===== src/rtl/multi_sync_debounce.sv =====
// Multi-channel input conditioner for asynchronous pins: synchroniser chain,
// debounce filter, registered edge pulses and per-channel saturating rise counters.
module multi_sync_debounce #(
    parameter  int WIDTH    = 4,
    parameter  int STAGES   = 2,
    parameter  int DEBOUNCE = 1,
    parameter  int CNT_W    = 8,
    localparam int SEL_W    = (WIDTH > 1) ? $clog2(WIDTH) : 1
) (
    input  logic             clk_in,
    input  logic             rst_in,
    input  logic [WIDTH-1:0] sig_in,
    output logic [WIDTH-1:0] sig_out,
    output logic [WIDTH-1:0] rise_out,
    output logic [WIDTH-1:0] fall_out,
    input  logic [SEL_W-1:0] cnt_sel,
    input  logic             cnt_clr,
    output logic [CNT_W-1:0] cnt_out,
    output logic             cnt_sat
);

    localparam int DB_W = (DEBOUNCE > 1) ? $clog2(DEBOUNCE + 1) : 1;
    localparam logic [DB_W-1:0] DB_LAST = DB_W'(DEBOUNCE - 1);

    logic [WIDTH-1:0] sync_q [STAGES];
    logic [WIDTH-1:0] s;

    logic [DB_W-1:0]  db_q [WIDTH];
    logic [DB_W-1:0]  db_d [WIDTH];
    logic [WIDTH-1:0] sig_q, sig_d;
    logic [WIDTH-1:0] rise_q, rise_d;
    logic [WIDTH-1:0] fall_q, fall_d;

    logic [CNT_W-1:0] cnt_q [WIDTH];
    logic [CNT_W-1:0] cnt_d [WIDTH];
    logic [CNT_W-1:0] cnt_out_q, cnt_out_d;
    logic             cnt_sat_q, cnt_sat_d;

    // Plain flop chain: nothing may sit between stages.
    always_ff @(posedge clk_in or posedge rst_in) begin
        if (rst_in) begin
            for (int i = 0; i < STAGES; i++) sync_q[i] <= '0;
        end else begin
            sync_q[0] <= sig_in;
            for (int i = 1; i < STAGES; i++) sync_q[i] <= sync_q[i-1];
        end
    end

    assign s = sync_q[STAGES-1];

    always_comb begin
        sig_d  = sig_q;
        rise_d = '0;
        fall_d = '0;
        for (int c = 0; c < WIDTH; c++) begin
            db_d[c] = '0;
            if (s[c] != sig_q[c]) begin
                if (db_q[c] == DB_LAST) begin
                    sig_d[c]  = s[c];
                    rise_d[c] = s[c];
                    fall_d[c] = !s[c];
                end else begin
                    db_d[c] = db_q[c] + DB_W'(1);
                end
            end
        end
    end

    // A clear coinciding with a rise loads 1 so the event is not lost.
    always_comb begin
        for (int c = 0; c < WIDTH; c++) begin
            cnt_d[c] = cnt_q[c];
            if (cnt_clr && (int'(cnt_sel) == c)) begin
                cnt_d[c] = rise_q[c] ? CNT_W'(1) : '0;
            end else if (rise_q[c] && !(&cnt_q[c])) begin
                cnt_d[c] = cnt_q[c] + CNT_W'(1);
            end
        end
    end

    always_comb begin
        cnt_out_d = '0;
        for (int c = 0; c < WIDTH; c++) begin
            if (int'(cnt_sel) == c) cnt_out_d = cnt_q[c];
        end
        cnt_sat_d = &cnt_out_d;
    end

    always_ff @(posedge clk_in or posedge rst_in) begin
        if (rst_in) begin
            sig_q     <= '0;
            rise_q    <= '0;
            fall_q    <= '0;
            cnt_out_q <= '0;
            cnt_sat_q <= 1'b0;
            for (int c = 0; c < WIDTH; c++) begin
                db_q[c]  <= '0;
                cnt_q[c] <= '0;
            end
        end else begin
            sig_q     <= sig_d;
            rise_q    <= rise_d;
            fall_q    <= fall_d;
            cnt_out_q <= cnt_out_d;
            cnt_sat_q <= cnt_sat_d;
            for (int c = 0; c < WIDTH; c++) begin
                db_q[c]  <= db_d[c];
                cnt_q[c] <= cnt_d[c];
            end
        end
    end

    assign sig_out  = sig_q;
    assign rise_out = rise_q;
    assign fall_out = fall_q;
    assign cnt_out  = cnt_out_q;
    assign cnt_sat  = cnt_sat_q;

endmodule


===== config.mk =====
export PLATFORM = sky130hd
export DESIGN_NAME = multi_sync_debounce
export DESIGN_NICKNAME = d
export VERILOG_FILES = /design/src/rtl/multi_sync_debounce.sv
export SDC_FILE = /design/constraint.sdc
export NUM_CORES = 1
export LEC_CHECK = 0
export BUFFER_PORTS_ARGS = -buffer_cell sky130_fd_sc_hd__buf_2
export CAP_MARGIN = 5
export CORE_MARGIN = 5
export CORE_UTILIZATION = 52
export DETAILED_ROUTE_END_ITERATION = 10
export PLACE_DENSITY_LB_ADDON = 0.25
export RECOVER_POWER = 50
export SYNTH_ARGS = -nofsm -noshare
export SYNTH_HDL_FRONTEND = slang
export SYNTH_SLANG_ARGS = --single-unit
export TNS_END_PERCENT = 50

===== constraint.sdc =====
create_clock -name clk_in -period 1.5 [get_ports clk_in]
set_input_delay 0.075 -clock clk_in [delete_from_list [all_inputs] [get_ports clk_in]]
set_output_delay 0.075 -clock clk_in [all_outputs]
set_load 0.05 [all_outputs]

== Yosys cells after proc, flatten, opt, wreduce, memory -nomap -nowiden ==
Cells that the tools add are included.

* Reductions and logical operators: 30
* Equality and inequality tests: 7
* Add/sub/neg operators: 8
* Multiplexer cells: 40
* Bitwise operators: 4

{| class="wikitable"
|+ Operator list
! operator !! count
|-
| 8-bit 2-to-1 mux || 12
|-
| 8-bit AND reduction || 5
|-
| 8-bit by 1-bit adder with 8-bit output (second input constant) || 4
|-
| 1-bit 2-to-1 mux || 28
|-
| 1-bit logical AND || 8
|-
| 1-bit logical NOT || 8
|-
| 2-bit AND reduction || 4
|-
| 2-bit nonzero test || 4
|-
| 1-bit adder (second input constant) || 4
|-
| 2-bit == test (second input constant) || 2
|-
| 1-bit inequality test || 4
|-
| 1-bit inverter || 4
|-
| 2-bit by 1-bit == test with 1-bit output (second input constant) || 1
|-
| 2-bit logical NOT || 1
|}

* Output and inout port bits: 21
* Input bits: 9
* Word-level logic and storage cells: 107
* Bits in registers: 65

== Logic depth before layout (Yosys ltp) ==
* Word-level depth: 6
* Gate-level depth with buffers: 6
* Depth with buffers taken out: 5

== Least setup slack after synthesis ==
No wires, ideal clock.

* Path type: reg2reg
* From: reg rise_q[0] (netlist: rise_out[0])
* To: reg cnt_q[31] (netlist name)
* Arrival time: 1418 ps
* Clock period less this slack: 1554 ps
* Setup time: 137 ps
* Cell stages (with the launch flop): 5
* Setup slack: -54 ps
* Data required time: 1363 ps
* Buffers on the path: 0
* Path through: dfrtp_1 > nand4_1 > a2111oi_2 > xnor2_1 > nor2_1

* Longest elaborated chain between the ends: 2

{| class="wikitable"
|+ Ends and longest elaborated chain
! item !! RTL line !! RTL
|-
| from (decl) || 31 || <nowiki>logic [WIDTH-1:0] rise_q, rise_d;</nowiki>
|-
| from (signal assigned) || 102 || <nowiki>rise_q <= rise_d;</nowiki>
|-
| 1-bit logical AND || 75 || <nowiki>end else if (rise_q[c] && !(&cnt_q[c])) begin</nowiki>
|-
| 2-bit nonzero test (no source line) || n/a ||
|-
| to (signal, indexed assignment) || 108 || <nowiki>cnt_q[c] <= cnt_d[c];</nowiki>
|-
| to (decl) || 34 || <nowiki>logic [CNT_W-1:0] cnt_q [WIDTH];</nowiki>
|}

Every way passes these cells.
A chain may end at the register's enable or synchronous reset.

== Worst setup path after layout ==
* From: reg cnt_q[0] (netlist name)
* To: reg cnt_q[7] (netlist name)

* Longest elaborated chain between the ends: 4
* Elaborated cells on any way between the ends: 7
* Those cells by class: 1 x add/sub; 2 x mux; 4 x reduce/logical

{| class="wikitable"
|+ Ends and longest elaborated chain
! item
|-
| branches (longest 4 deep; another with 8-bit by 1-bit adder with 8-bit output)
|}

Parallel ways; which one is timed is not known. The select of a mux whose other input is x is not followed.

==> flow_metrics.env <==
export IMPL_die_area_sq_mm=0.00702
export IMPL_slew_violations=0
export IMPL_status="complete, no violations"
export IMPL_grt_start_max_net_pins=35
export IMPL_clk_pin_slew_ps=70
export IMPL_slowest_delay_ps=380
export IMPL_yosys_top_cells_area="dfrtp_1 54%, ha_1 5.3%, mux4_2 4.8%, nor2_1 3.7%, nand2_1 2.5%"
export IMPL_yosysTopAreaCell="dfrtp_1"
export IMPL_crit_chain="ha_1, nand3_1, o21ai_2, or3_1, a21oi_1"
export IMPL_endpoint_kind="flip-flop"
export IMPL_via_count=2118
export IMPL_synth_top_area_share_pct=53.9
export IMPL_first_iter_violations=110
export IMPL_clock_sinks=61
export IMPL_gp_routability_congestion=0.860
export IMPL_yosys_warnings=0
export IMPL_cts_setup_buffers=0
export IMPL_port_buffers=29
export IMPL_cpLargestDelayFamily="simple AND/OR/NAND/NOR gates"
export IMPL_dpl_cell_area_sq_mm=0.00323
export IMPL_htree_levels=3
export IMPL_synthArstFlopShare_pct=100
export IMPL_hold_path_class="input pin to flip-flop"
export IMPL_p_per_area_mw_per_mm2=1590
export IMPL_hold_violations=0
export IMPL_die_w_microns=83.8
export IMPL_yosys_top_cells_count="61 x dfrtp_1, 28 x nor2_1, 19 x nand2_1, 13 x inv_1, 12 x ha_1"
export IMPL_gr_total_overflow=0
export IMPL_grt_pass1_wl_mm=10.2
export IMPL_synth_avg_cell_area_sq_um=11.5
export IMPL_cp_num_buf_inv=0
export IMPL_peakVddDrop_mv=0.943
export IMPL_fin_skew_ps=8.96
export IMPL_setup_worst_path_start_class="flip-flop"
export IMPL_dr_pass1_iters=4
export IMPL_tightestPinTransition_ps=800
export IMPL_max_freq_ghz=0.708
export IMPL_cts_tree="yes"
export IMPL_initial_core_util_pct=54.4
export IMPL_die_h_microns=83.8
export IMPL_coreArea_sq_mm=0.00520
export IMPL_grt_setup_unrepaired="yes"
export IMPL_cp_arrival_ps=1680
export IMPL_path_class="flip-flop to flip-flop"
export IMPL_clkLatencyLatePin_ps=340
export IMPL_fin_cells=386
export IMPL_ys_types=42
export IMPL_route_detailed_drc=0
export IMPL_setup_tns_ps=0
export IMPL_cts_buffers=9
export IMPL_synth_nets=267
export IMPL_yosysMostFrequentCell="dfrtp_1"
export IMPL_ys_flop_type="dfrtp_1"
export IMPL_slew_headroom_pct=46.7
export IMPL_num_antenna_cells=0
export IMPL_area_growth_pct=22.2
export IMPL_rrSetupSlack_ps=90
export IMPL_critPathMaxFanout=5
export IMPL_clockRootBuffer="clkbuf_8"
export IMPL_ioPinCount=30
export IMPL_wirelength_mm=5.78
export IMPL_period_needed_ps=1410
export IMPL_syn_inst=246
export IMPL_post_dp_hpwl_mm=4.21
export IMPL_fin_crit_sh_pct=94.2
export IMPL_synth_edf_count=0
export IMPL_drtAntennaViolNets=0
export IMPL_grt_pass1_vias=2132
export IMPL_synth_seq_area_share_pct=53.9
export IMPL_fin_nets=332
export IMPL_final_area_sq_mm=0.00346
export IMPL_clock_path_buffers=2
export IMPL_slowest_stage="dfrtp_1"
export IMPL_required_ps=1770
export IMPL_wire_per_inst_microns=15.0
export IMPL_std_cell_rows=26
export IMPL_p_leak_nw=1.66
export IMPL_drive_above_1_share_pct=25.9
export IMPL_drt_vias_per_instance=5.49
export IMPL_grtUsageTotal_pct=18.5
export IMPL_drv_cap=0
export IMPL_antenna_found_initial=0
export IMPL_ys_ff_latch=61
export IMPL_setup_violations=0
export IMPL_dp_cells=365
export IMPL_synth_area_sq_mm=0.00283
registers in the layout (all words and copies together), names as in the netlist:
name      flops
rise_out      4
fall_out      4
cnt_out       8
s             4
sync_q        4
cnt_sat       1
sig_out       4
cnt_q        32
report_power, final:
part           internal [mW]  switching (mW)  total (mW)  leakage, nW
Clock                  0.680           0.629        1.31       0.0921
Sequential              2.01           0.307        2.31        0.795
Combinational          0.677            1.19        1.87        0.772
Total                   3.37            2.13        5.49         1.66
routing by layer:
metal / vias to the layer above / track usage [%] / part of all wire, %
li1: 1031 / - / -
met1: 1020 / 24.7 / 45
met2: 50 / 27.8 / 47
met3: 17 / 4.34 / 5.1
met4: 0 / 10.4 / 3.0
met5: - / 0 / 0
worst register-to-register path: stages (launching register included):
cell,delay (ps)
dfrtp_1,380
ha_1,230
nand3_1,120
o21ai_2,110
or3_1,360
a21oi_1,140
path summary, 6_finish.rpt:
path,from,endpoint,depth (start not counted)
worst min register to register,sync_q[4],s[0],0
worst max-delay path,cnt_q[0],cnt_q[7],5
worst min-delay path,cnt_clr,cnt_q[20],4
min in group asynchronous,rst_in,sync_q[4],4
max in group asynchronous,rst_in,cnt_q[2],4
worst max register to register,cnt_q[0],cnt_q[7],5
cell type report:
cell class	count	area, sq um
clock buffers	12	155
clock inverters	4	22.5
fillers	410	1740
inverters	13	52.6
multi-input cells	168	1250
flip-flops and latches	61	1530
well taps	70	87.6
repair buffers	58	369
cells in the final DEF, fill, tap and decap left out, types with 4 or more instances in the layout:
master	instances
xor2_1	8
mux4_2	6
clkbuf_8	11
a21oi_1	7
inv_1	12
o211ai_1	7
nand4_1	8
buf_2	28
nand3_1	6
xnor2_1	5
dlygate4sd3_1	5
mux2i_1	6
dfrtp_1	60
ha_1	11
and3_1	7
nand2_1	19
o21ai_0	9
buf_4	22
and4_1	4
nor2_1	28
metrics by stage:
step | power, mW | hold slack [ps] | worst slack [ps] | util, %
after floorplan | 3.56 | 106 | -54.4 | -
after global placement | 4.13 | 178 | 99.0 | 62.0
after detailed placement | 4.20 | 184 | 45.4 | 62.0
after CTS | 5.53 | 150 | 36.1 | 66.4
after global routing | 5.85 | 191 | -18.4 | 66.5
final | 5.49 | 144 | 87.3 | 66.5
timing repair:
item	CTS	global route
gates resized for setup	0	6
setup endpoints to repair	0	7
hold buffers	5	0
hold endpoints to repair	65	0
cell families (layout without fill, tap and decap cells):
family	after synthesis	in the layout	synth area share [%]
and+or+nand+nor	87	87	15.5
adders and majority gates	12	12	5.30
buffers and inverters	17	87	2.47
muxes	14	14	8.75
xor gates and xnor gates	13	13	4.02
AOI/OAI and AO/OA	42	42	10.1
DFF	61	61	53.9
Power figures use the tool's default switching activity.
